File: src/rtl/aes_block_fifo.sv
// ---------------------------------------------------------------------------
// aes_block_fifo
//
// Synchronous first-word-fall-through FIFO that buffers AES blocks between
// the UART receive shift register and the AES core.
//
// Parameters:
//   DATA_W   - bits per entry (one AES block)
//   DEPTH    - number of entries, power of two, >= 2
//   AF_LEVEL - almost_full asserts when count >= AF_LEVEL
//   AE_LEVEL - almost_empty asserts when count <= AE_LEVEL
//
// Ports:
//   clk          in   system clock, rising edge
//   reset        in   asynchronous active-low reset
//   flush        in   synchronous clear of contents and error flags
//   din          in   write data
//   in_valid     in   producer offers din
//   in_ready     out  FIFO accepts din this cycle
//   dout         out  head-of-queue data (valid while out_valid=1)
//   out_valid    out  dout holds a valid entry
//   out_ready    in   consumer takes dout this cycle
//   count        out  current occupancy, 0..DEPTH
//   almost_full  out  count >= AF_LEVEL
//   almost_empty out  count <= AE_LEVEL
//   overflow     out  sticky: in_valid seen while in_ready=0
//   underflow    out  sticky: out_ready seen while out_valid=0
// ---------------------------------------------------------------------------
module aes_block_fifo #(
    parameter int DATA_W   = 128,
    parameter int DEPTH    = 8,
    parameter int AF_LEVEL = DEPTH - 2,
    parameter int AE_LEVEL = 1
) (
    input  logic                   clk,
    input  logic                   reset,
    input  logic                   flush,
    input  logic [DATA_W-1:0]      din,
    input  logic                   in_valid,
    output logic                   in_ready,
    output logic [DATA_W-1:0]      dout,
    output logic                   out_valid,
    input  logic                   out_ready,
    output logic [$clog2(DEPTH):0] count,
    output logic                   almost_full,
    output logic                   almost_empty,
    output logic                   overflow,
    output logic                   underflow
);

    localparam int PTR_W = $clog2(DEPTH);
    localparam int CNT_W = PTR_W + 1;

    logic [PTR_W-1:0]  wr_ptr_reg, wr_ptr_next;
    logic [PTR_W-1:0]  rd_ptr_reg, rd_ptr_next;
    logic [CNT_W-1:0]  count_reg, count_next;
    logic              overflow_reg, overflow_next;
    logic              underflow_reg, underflow_next;

    logic              full;
    logic              empty;
    logic              push;
    logic              pop;
    logic [DEPTH-1:0]  wr_en;
    logic [DATA_W-1:0] mem_q [DEPTH];

    assign full  = (count_reg == CNT_W'(DEPTH));
    assign empty = (count_reg == '0);

    // A flush cycle swallows any transfer offered alongside it.
    assign push = in_valid & ~full & ~flush;
    assign pop  = out_ready & ~empty & ~flush;

    // Storage: one register per entry, no reset so it maps onto plain
    // flops / distributed RAM. Only the addressed entry is enabled.
    generate
        for (genvar gi = 0; gi < DEPTH; gi++) begin : g_entry
            logic [DATA_W-1:0] entry_reg;

            assign wr_en[gi] = push & (wr_ptr_reg == PTR_W'(gi));

            always_ff @(posedge clk) begin
                if (wr_en[gi]) begin
                    entry_reg <= din;
                end
            end

            assign mem_q[gi] = entry_reg;
        end
    endgenerate

    always_comb begin
        wr_ptr_next    = wr_ptr_reg;
        rd_ptr_next    = rd_ptr_reg;
        count_next     = count_reg;
        overflow_next  = overflow_reg;
        underflow_next = underflow_reg;

        if (flush) begin
            wr_ptr_next    = '0;
            rd_ptr_next    = '0;
            count_next     = '0;
            overflow_next  = 1'b0;
            underflow_next = 1'b0;
        end else begin
            // DEPTH is a power of two, so natural pointer rollover is the
            // modulo-DEPTH wrap; count tells full apart from empty.
            if (push) begin
                wr_ptr_next = wr_ptr_reg + PTR_W'(1);
            end
            if (pop) begin
                rd_ptr_next = rd_ptr_reg + PTR_W'(1);
            end
            case ({push, pop})
                2'b10:   count_next = count_reg + CNT_W'(1);
                2'b01:   count_next = count_reg - CNT_W'(1);
                default: count_next = count_reg;
            endcase
            overflow_next  = overflow_reg | (in_valid & full);
            underflow_next = underflow_reg | (out_ready & empty);
        end
    end

    always_ff @(posedge clk or negedge reset) begin
        if (!reset) begin
            wr_ptr_reg    <= '0;
            rd_ptr_reg    <= '0;
            count_reg     <= '0;
            overflow_reg  <= 1'b0;
            underflow_reg <= 1'b0;
        end else begin
            wr_ptr_reg    <= wr_ptr_next;
            rd_ptr_reg    <= rd_ptr_next;
            count_reg     <= count_next;
            overflow_reg  <= overflow_next;
            underflow_reg <= underflow_next;
        end
    end

    // in_ready depends only on registered state (plus flush, which keeps the
    // producer from seeing a stall while the FIFO is being cleared).
    assign in_ready     = ~full | flush;
    assign out_valid    = ~empty;
    assign dout         = mem_q[rd_ptr_reg];
    assign count        = count_reg;
    assign almost_full  = (count_reg >= CNT_W'(AF_LEVEL));
    assign almost_empty = (count_reg <= CNT_W'(AE_LEVEL));
    assign overflow     = overflow_reg;
    assign underflow    = underflow_reg;

endmodule

File: config.mk
export PLATFORM = sky130hd
export DESIGN_NAME = aes_block_fifo
export DESIGN_NICKNAME = d
export VERILOG_FILES = /design/src/rtl/aes_block_fifo.sv
export SDC_FILE = /design/constraint.sdc
export NUM_CORES = 1
export LEC_CHECK = 0
export ABC_AREA = 1
export CAP_MARGIN = 20
export CORE_MARGIN = 2
export CORE_UTILIZATION = 55
export CTS_BUF_LIST = sky130_fd_sc_hd__clkbuf_8
export DETAILED_ROUTE_END_ITERATION = 6
export DONT_BUFFER_PORTS = 1
export GPL_TIMING_DRIVEN = 0
export PLACE_DENSITY = 0.76
export SLEW_MARGIN = 5
export SYNTH_ARGS = -nofsm -noshare
export SYNTH_HDL_FRONTEND = slang
export SYNTH_SLANG_ARGS = --single-unit
export TNS_END_PERCENT = 5
File: constraint.sdc
create_clock -name clk -period 13.65 [get_ports clk]
set_input_delay 1.365 -clock clk [delete_from_list [all_inputs] [get_ports clk]]
set_output_delay 1.365 -clock clk [all_outputs]
set_load 0.1 [all_outputs]
# --- Word-level counts from Yosys, hierarchy flattened ---
# Index checks and enable logic that the tools add are counted.
op_classes:
  reduce_logical: 5
  n_eq_ne: 10
  magnitude_cmp: 3
  bitwise_logic: 21
  mux: 11
  n_addsub: 4
ops:
  columns: ["cell", "n"]
  rows:
  - ["$bmux 128 s3", 1]
  - ["$mux 128", 2]
  - ["$and 1x1->1", 14]
  - ["$eq 3x3->1 const B", 4]
  - ["$mux 3", 4]
  - ["$pmux 4 s2", 1]
  - ["$add 3x1->3 const B", 2]
  - ["$eq 3x2->1 const B", 2]
  - ["$add 4x1->4 const B", 1]
  - ["$eq 4x4->1 const B", 1]
  - ["$ge 4x3->1 const B", 1]
  - ["$ge 4x4->1 const B", 1]
  - ["$le 4x1->1 const B", 1]
  - ["$logic_not 4->1", 1]
  - ["$mux 4", 1]
  - ["$not 3->4", 1]
  - ["$reduce_bool 2->1", 2]
  - ["$sub 4x1->4 const B", 1]
  - ["$eq 3x1->1 const B", 1]
  - ["$logic_not 3->1", 1]
  - ["$not 1->1", 3]
  - ["$or 1x1->1", 3]
  - ["$reduce_bool 3->1", 1]
  - ["$eq 2x1->1 const B", 1]
  - ["other kinds (2)", 3]
word_totals:
  regBits: 1036
  elab_cells: 67
  out_inout_bits: 138
  inputBits: 133

# --- Longest topological paths before layout ---
# Gate-level depths: netlist of run 1.
depth:
  word_depth: 7
  mapped_depth: 10
  depth_no_buf: 10

# --- Least setup slack after synthesis of run 1 ---
# OpenSTA, ideal clock, no wires.
synth_path:
  path_kind: "reg-to-reg"
  start: "register count_reg[0] (netlist: count[0])"
  end: "register g_entry[4].entry_reg[0], enable pin"
  n_path_buf: 0
  t_arrival_ps: 10650
  setup_slack_ps: 2227
  setup_time_ps: 773
  path_stages_with_launch: 8
  required_ps: 12877
  cell_sequence: "dfrtp_1 -> inv_1 -> ha_1 -> nand3_1 -> nand2_1 -> nor2_1 -> inv_2 -> nor3_1"
synth_between:
  elab_chain_cells: 5
synth_lines:
  columns: ["item", "line_no", "rtl"]
  rows:
  - ["start: declaration", "56", "logic [CNT_W-1:0] count_reg, count_next;"]
  - ["start signal: assignment", "134", "count_reg <= count_next;"]
  - ["$eq 4x4->1", "67", "assign full = (count_reg == CNT_W'(DEPTH));"]
  - ["$not 1->1", "71", "assign push = in_valid & ~full & ~flush;"]
  - ["$and 1x1->1 (2 in series)", "71", null]
  - ["$and 1x1->1", "80", "assign wr_en[gi] = push & (wr_ptr_reg == PTR_W'(gi));"]
  - ["via wr_en[4]", "64", "logic [DEPTH-1:0] wr_en;"]
  - ["end signal: assignment", "84", "entry_reg <= din;"]
  - ["end: declaration", "78", "logic [DATA_W-1:0] entry_reg;"]
# The timed path passes the listed nets, and every way through them passes these cells.
# A chain may end at the register's enable or synchronous reset.

# --- Final worst setup path of run 1 ---
layout_path:
  start: "register count_reg[1] (netlist: count[1])"
  end: "output port almost_empty"
layout_between:
  elab_chain_cells: 1
layout_lines:
  columns: ["item", "line_no", "rtl"]
  rows:
  - ["$le 4x1->1", "147", "assign almost_empty = (count_reg <= CNT_W'(AE_LEVEL));"]
  - ["end: declaration", "46", "output logic almost_empty,"]
# No other way between the ends.

==> impl_metrics.yaml, run 1 <==
setup_path:
  criticalPathCategory: "reg -> out"
  cp-start-kind: "register"
  cp_slowest_cell: "dfrtp_1"
  cpPeakStageDelay_ns: 1.05
  crit_buf_inv: 1
  crit_arrival_ns: 4.09
  cp.required_ns: 12.28
  critical-path-top-delay-family: "simple AND/OR/NAND/NOR gates"
  end_kind: "output pin"
  path_cells: "inv_1 > ha_1 > nand2_1 > nand2_1"
  path_max_fanout: 7
  worst_path_most_repeated_cell: "nand2_1"
global_route:
  overflow: 0
  grt_pass1_wl_um: 160000
  grt_pass1_vias: 26889
  antenna_found_initial: 1
  grt_max_degree: 28
  grt_use_total_pct: 28.0
power:
  p_switching_mw: 4.50
  p_int_mw: 5.42
  p_leak_nw: 16.0
  vdd_drop_max_mv: 0.144
  sequentialPowerShare_pct: 37.1
  pwr-share-clk_pct: 24.4
  powerDensity_mw_per_mm2: 215
  combPwrFrac_pct: 38.5
  netSwitchingFraction_pct: 45.4
floorplan:
  core-area_mm2: 0.0733
  io_pins: 271
  placementRows: 99
  die_h_um: 277
  start_util_pct: 55.8
  die_area_mm2: 0.0766
  die_x_um: 277
route:
  vias_per_cell: 5.80
  initialDrtViolationCount: 2782
  drc: 1
  ant_nets: 0
  wire_per_inst_um: 23.4
  vias: 26786
  firstDrtPassIters: 7
  routed_wl_um: 108000
placed_design:
  post-place-ws_ns: 8.97
  dp.cells: 4325
  hpwlAfterDp_um: 71300
  numPortBuffers: 0
  place_congestion: 0.806
clock_tree:
  ctsHoldBuffers: 0
  cts_resized: 0
  cts_buffer_depth: 3
  cts_root_buf: "clkbuf_8"
  tritoncts: "yes"
  clk_pin_slew_ns: 0.06
  clk_latency_ns: 0.84
  htreeDepth: 4
  cts_inserted_buffers: 164
  postCtsSetupBuffers: 0
  cts.sink_count: 1036
sta:
  worstMarginPinSlew_ns: 1.12
  slew_violations: 0
  tns_ns: 0
  hold_violations: 0
  setup_violations: 0
  maxSlewHeadroom_pct: 25.4
  fin_ws_ns: 8.19
  rsz0062_at_grt: "false"
  period_share_pct: 40.0
  fmax_ghz: 0.183
  clock_skew_ns: 0.0496
  finalCriticalPeriod_ns: 5.46
layout:
  final_common_cell: "edfxtp_1"
  area_growth_pct: 12.8
  drive_gt1_share_pct: 10.5
  final_cell_mix: "edfxtp_1, nor2_1, o21ai_1, nand2_1, o21ai_0"
  largest_reg_flops: 1024
  final_core_util_pct: 62.9
  nets: 3676
  layout.cells.non_filler: 4616
  fillers: 5341
outcome:
  failed_checks: "design-rule violations"
  status: "finished, violations left"
yosys:
  ys_seq_area_share_pct: 75.9
  synth_seq_cells: 1036
  synth_warnings: 0
  syn-cell-area_mm2: 0.0409
  synth_cell_types: 24
  syn_inst: 3268
  syn-num-nets: 3412
  avgSynthCellArea_um2: 12.5
run:
  drv_cap: 0
min_path:
  hold_path.class: "in -> async"
## per-layer routing
metal  GRT usage, %  vias up  routed length, um
li1               -    12115                  -
met1           35.5    13040              40700
met2           45.8     1413              52300
met3           7.95      218              11600
met4           11.0        0               3440
met5              0        -                  0
## worst paths after layout
check,startpoint,to,slack [ns],cells past startpoint
worst max-delay path,count[1],almost_empty,8.19,4
worst min-delay path,reset,rd_ptr_reg[1],0.24,0
worst max register to register,count[1],g_entry[2].entry_reg[36],9.00,14
worst min register to register,rd_ptr_reg[1],rd_ptr_reg[1],0.60,3
max in group asynchronous,reset,count[1],13.32,0
min in group clk,rd_ptr_reg[1],rd_ptr_reg[1],0.60,3
## cell families (layout without fill, tap and decap cells)
group	after synthesis	in the layout	synth area share, %
flops	1036	1036	75.9
other cells	0	3	0
xor+xnor	1	1	0.0214
fa+ha+maj	11	11	0.337
buf+inv	221	607	2.91
simple gates	1219	1219	11.3
compound gates	780	780	9.55
## layout make-up
class                      instances  area [um^2]  area share [%]
tap                              959         1200            2.60
buffer                           200         1110            2.41
sequential                      1036        31000            67.3
multi-input combinational       2011         8700            18.9
antenna                            3         7.51          0.0163
clock buffer                     166         2280            4.95
clock inverter                   122          666            1.44
inverter                          21         78.8           0.171
timing repair buffer              98         1030            2.24
## power groups by stage
stage | Clock, mW | Sequential (mW) | Combinational [mW]
finish | 2.42 | 3.68 | 3.82
global route | 2.58 | 3.68 | 4.03
CTS | 2.44 | 3.68 | 3.82
detailed placement | 0 | 3.74 | 3.81
global placement | 0 | 3.79 | 3.73
floorplan | 0 | 3.76 | 3.01
## metrics by stage
step / hold WS, ns / power [mW] / instance area (um^2)
floorplan: 0.547 / 6.77 / 40900
global placement: 0.560 / 7.53 / 42100
detailed placement: 0.586 / 7.55 / 43200
CTS: 0.180 / 9.94 / 46100
global route: 0.202 / 10.3 / 46100
finish: 0.240 / 9.92 / 46100
## cells in the mapped netlist
cell type  number  area, um^2
inv_1          18        67.6
inv_2           2        7.51
nor3_1          7        35.0
ha_1           11         138
o21ai_0       339        1700
nand3_1        11        55.1
nand4_1         1        6.26
clkinv_1        1        3.75
buf_2          32         160
a21oi_1         2        10.0
buf_8           1        15.0
buf_6          32         360
edfxtp_1     1024       30700
dfrtp_1        12         300
o21ai_1       438        2190
clkbuf_1       90         338
buf_12          2        40.0
nand2_1       420        1580
buf_1          33         124
xnor2_1         1        8.76
nor2_1        779        2920
o22ai_1         1        6.26
buf_4          10        75.1
nor2_2          1        6.26
Note: power is estimated with default switching activity, not from simulation.
==> inputs of run 2 (changes only) <==
--- a/config.mk
+++ b/config.mk
@@ -13,7 +13,7 @@
 export DETAILED_ROUTE_END_ITERATION = 6
 export DONT_BUFFER_PORTS = 1
 export GPL_TIMING_DRIVEN = 0
-export PLACE_DENSITY = 0.76
+export PLACE_DENSITY = 0.79
 export SLEW_MARGIN = 5
 export SYNTH_ARGS = -nofsm -noshare
 export SYNTH_HDL_FRONTEND = slang
==> constraint.sdc (replaced) <==
create_clock -name clk -period 4.5 [get_ports clk]
set_input_delay 0.45 -clock clk [delete_from_list [all_inputs] [get_ports clk]]
set_output_delay 0.45 -clock clk [all_outputs]
set_load 0.1 [all_outputs]
==> impl_metrics.yaml, run 2 (synthesis results as in run 1) <==
setup_path:
  criticalPathCategory: "reg -> out"
  worstRegToRegCells: 12
  reg2reg_to: "g_entry[4].entry_reg[39]"
  crit_arrival_ns: 3.99
  cp.required_ns: 4.05
  timing.rr.start: "count[2]"
  path_max_fanout: 10
  path_cells: "inv_2 > buf_2 > buf_1 > o21ai_1 > o21ai_1 > nand2_1 > nand2_1"
  cp-start-kind: "register"
  cpPeakStageDelay_ns: 0.79
  end_kind: "output pin"
  cp_slowest_cell: "nand2_1"
  r2r_slack_ns: 1.06
route:
  routed_wl_um: 109000
  wl_met2_um: 52800
  vias: 27449
  met3WireLength_um: 11600
  firstDrtPassIters: 6
  drc: 0
  m1WireLength_um: 40100
  initialDrtViolationCount: 3161
  ant_nets: 0
  dr.max_layer_used: "met5"
  wire_per_inst_um: 23.1
  vias_per_cell: 5.82
layout:
  drive_gt1_share_pct: 9.41
  final_common_cell: "edfxtp_1"
  largest_reg_flops: 1024
  ff_latch_area_mm2: 0.0311
  fillers: 5097
  stdcell_area_mm2: 0.0477
  area_growth_pct: 16.7
  nets: 3772
  multiInputGateArea_mm2: 0.00877
  final_cell_mix: "edfxtp_1, nor2_1, o21ai_1, nand2_1, o21ai_0"
sta:
  finalCriticalPeriod_ns: 4.44
  period_share_pct: 98.7
  clock_skew_ns: 0.0448
  maxSlewHeadroom_pct: 26.7
  hold_violations: 0
  setup_violations: 0
  holdWs_ns: 0.0757
  tns_ns: 0
  fin_ws_ns: 0.0577
  rsz0062_at_grt: "false"
  slew_violations: 0
  worstMarginPinSlew_ns: 1.10
  fmax_ghz: 0.225
outcome:
  status: "finished clean"
global_route:
  overflow: 0
  grt_use_total_pct: 28.3
  antenna_found_initial: 13
  grt_pass1_vias: 27043
  grt_max_degree: 28
  grt_pass1_wl_um: 162000
clock_tree:
  tritoncts: "yes"
  htreeDepth: 4
  cts_resized: 0
  cts_inserted_buffers: 161
  postCtsSetupBuffers: 0
  clk_pin_slew_ns: 0.06
  clk_latency_ns: 0.84
  cts_buffer_depth: 3
  cts_root_buf: "clkbuf_8"
  cts.sink_count: 1036
placed_design:
  post-place-ws_ns: 0.972
  placed_cell_area_mm2: 0.0435
  hpwlAfterDp_um: 70200
  numPortBuffers: 0
  place_congestion: 0.803
floorplan:
  die_area_mm2: 0.0766
  die_h_um: 277
  start_util_pct: 55.8
  placementRows: 99
  die_x_um: 277
  core-area_mm2: 0.0733
  io_pins: 271
run:
  drv_cap: 0
power:
  total_power_mw: 30.2
  vdd_drop_max_mv: 0.475
  powerDensity_mw_per_mm2: 633
  p_leak_nw: 16.6
min_path:
  hold_path.class: "in -> async"
[run 2: worst max path at each step]
stage,start,to,slack [ns],cells past startpoint
finish,rd_ptr_reg[0],dout[63],0.06,7
CTS,rd_ptr_reg[0],dout[63],0.09,7
global placement,count[0],g_entry[3].entry_reg[47],-3.52,7
global route,rd_ptr_reg[0],dout[63],0.006,7
floorplan,count[0],g_entry[3].entry_reg[0],-0.57,7
detailed placement,rd_ptr_reg[0],dout[63],0.97,7
[run 2: final cells by class]
class / instances / share of cell area [%]
sequential: 1036 / 65.1
inverter: 21 / 0.186
clock inverter: 125 / 1.31
tap: 959 / 2.51
timing repair buffer: 197 / 5.47
clock buffer: 163 / 4.70
antenna: 6 / 0.0315
buffer: 200 / 2.34
multi-input combinational: 2011 / 18.4
[run 2: report_power, final]
part	switching, mW	internal [mW]	total (mW)	leakage [nW]
clock network	3.63	3.51	7.14	1.67
registers	0.236	10.9	11.2	9.40
logic	9.96	1.98	11.9	5.48
[run 2: per-stage QoR]
step / cells / util [%]
6_report: 4718 / 65.1
3_5_place_dp: 4291 / 59.3
2_1_floorplan: 3268 / -
4_1_cts: 4712 / 65.1
5_1_grt: 4715 / 65.1
3_3_place_gp: 4227 / 57.6
[run 2: critical path, delay by kind of cell, from the launching register on]
kind            cells  cell delay [ns]
buf+inv             3             1.49
simple gates        2             0.87
flops               1             0.45
compound gates      2             0.34
[run 2: what timing repair did]
action | in CTS | in global routing
endpoints found under the hold margin | 1047 | 0
setup endpoints to repair | 0 | 0
hold buffers | 133 | 0
[run 2: per-layer routing]
metal  vias up  global-route usage (%)
met5         -                       0
li1      12342                       -
met2      1554                    46.0
met4        14                    12.5
met3       272                    7.56
met1     13267                    35.9
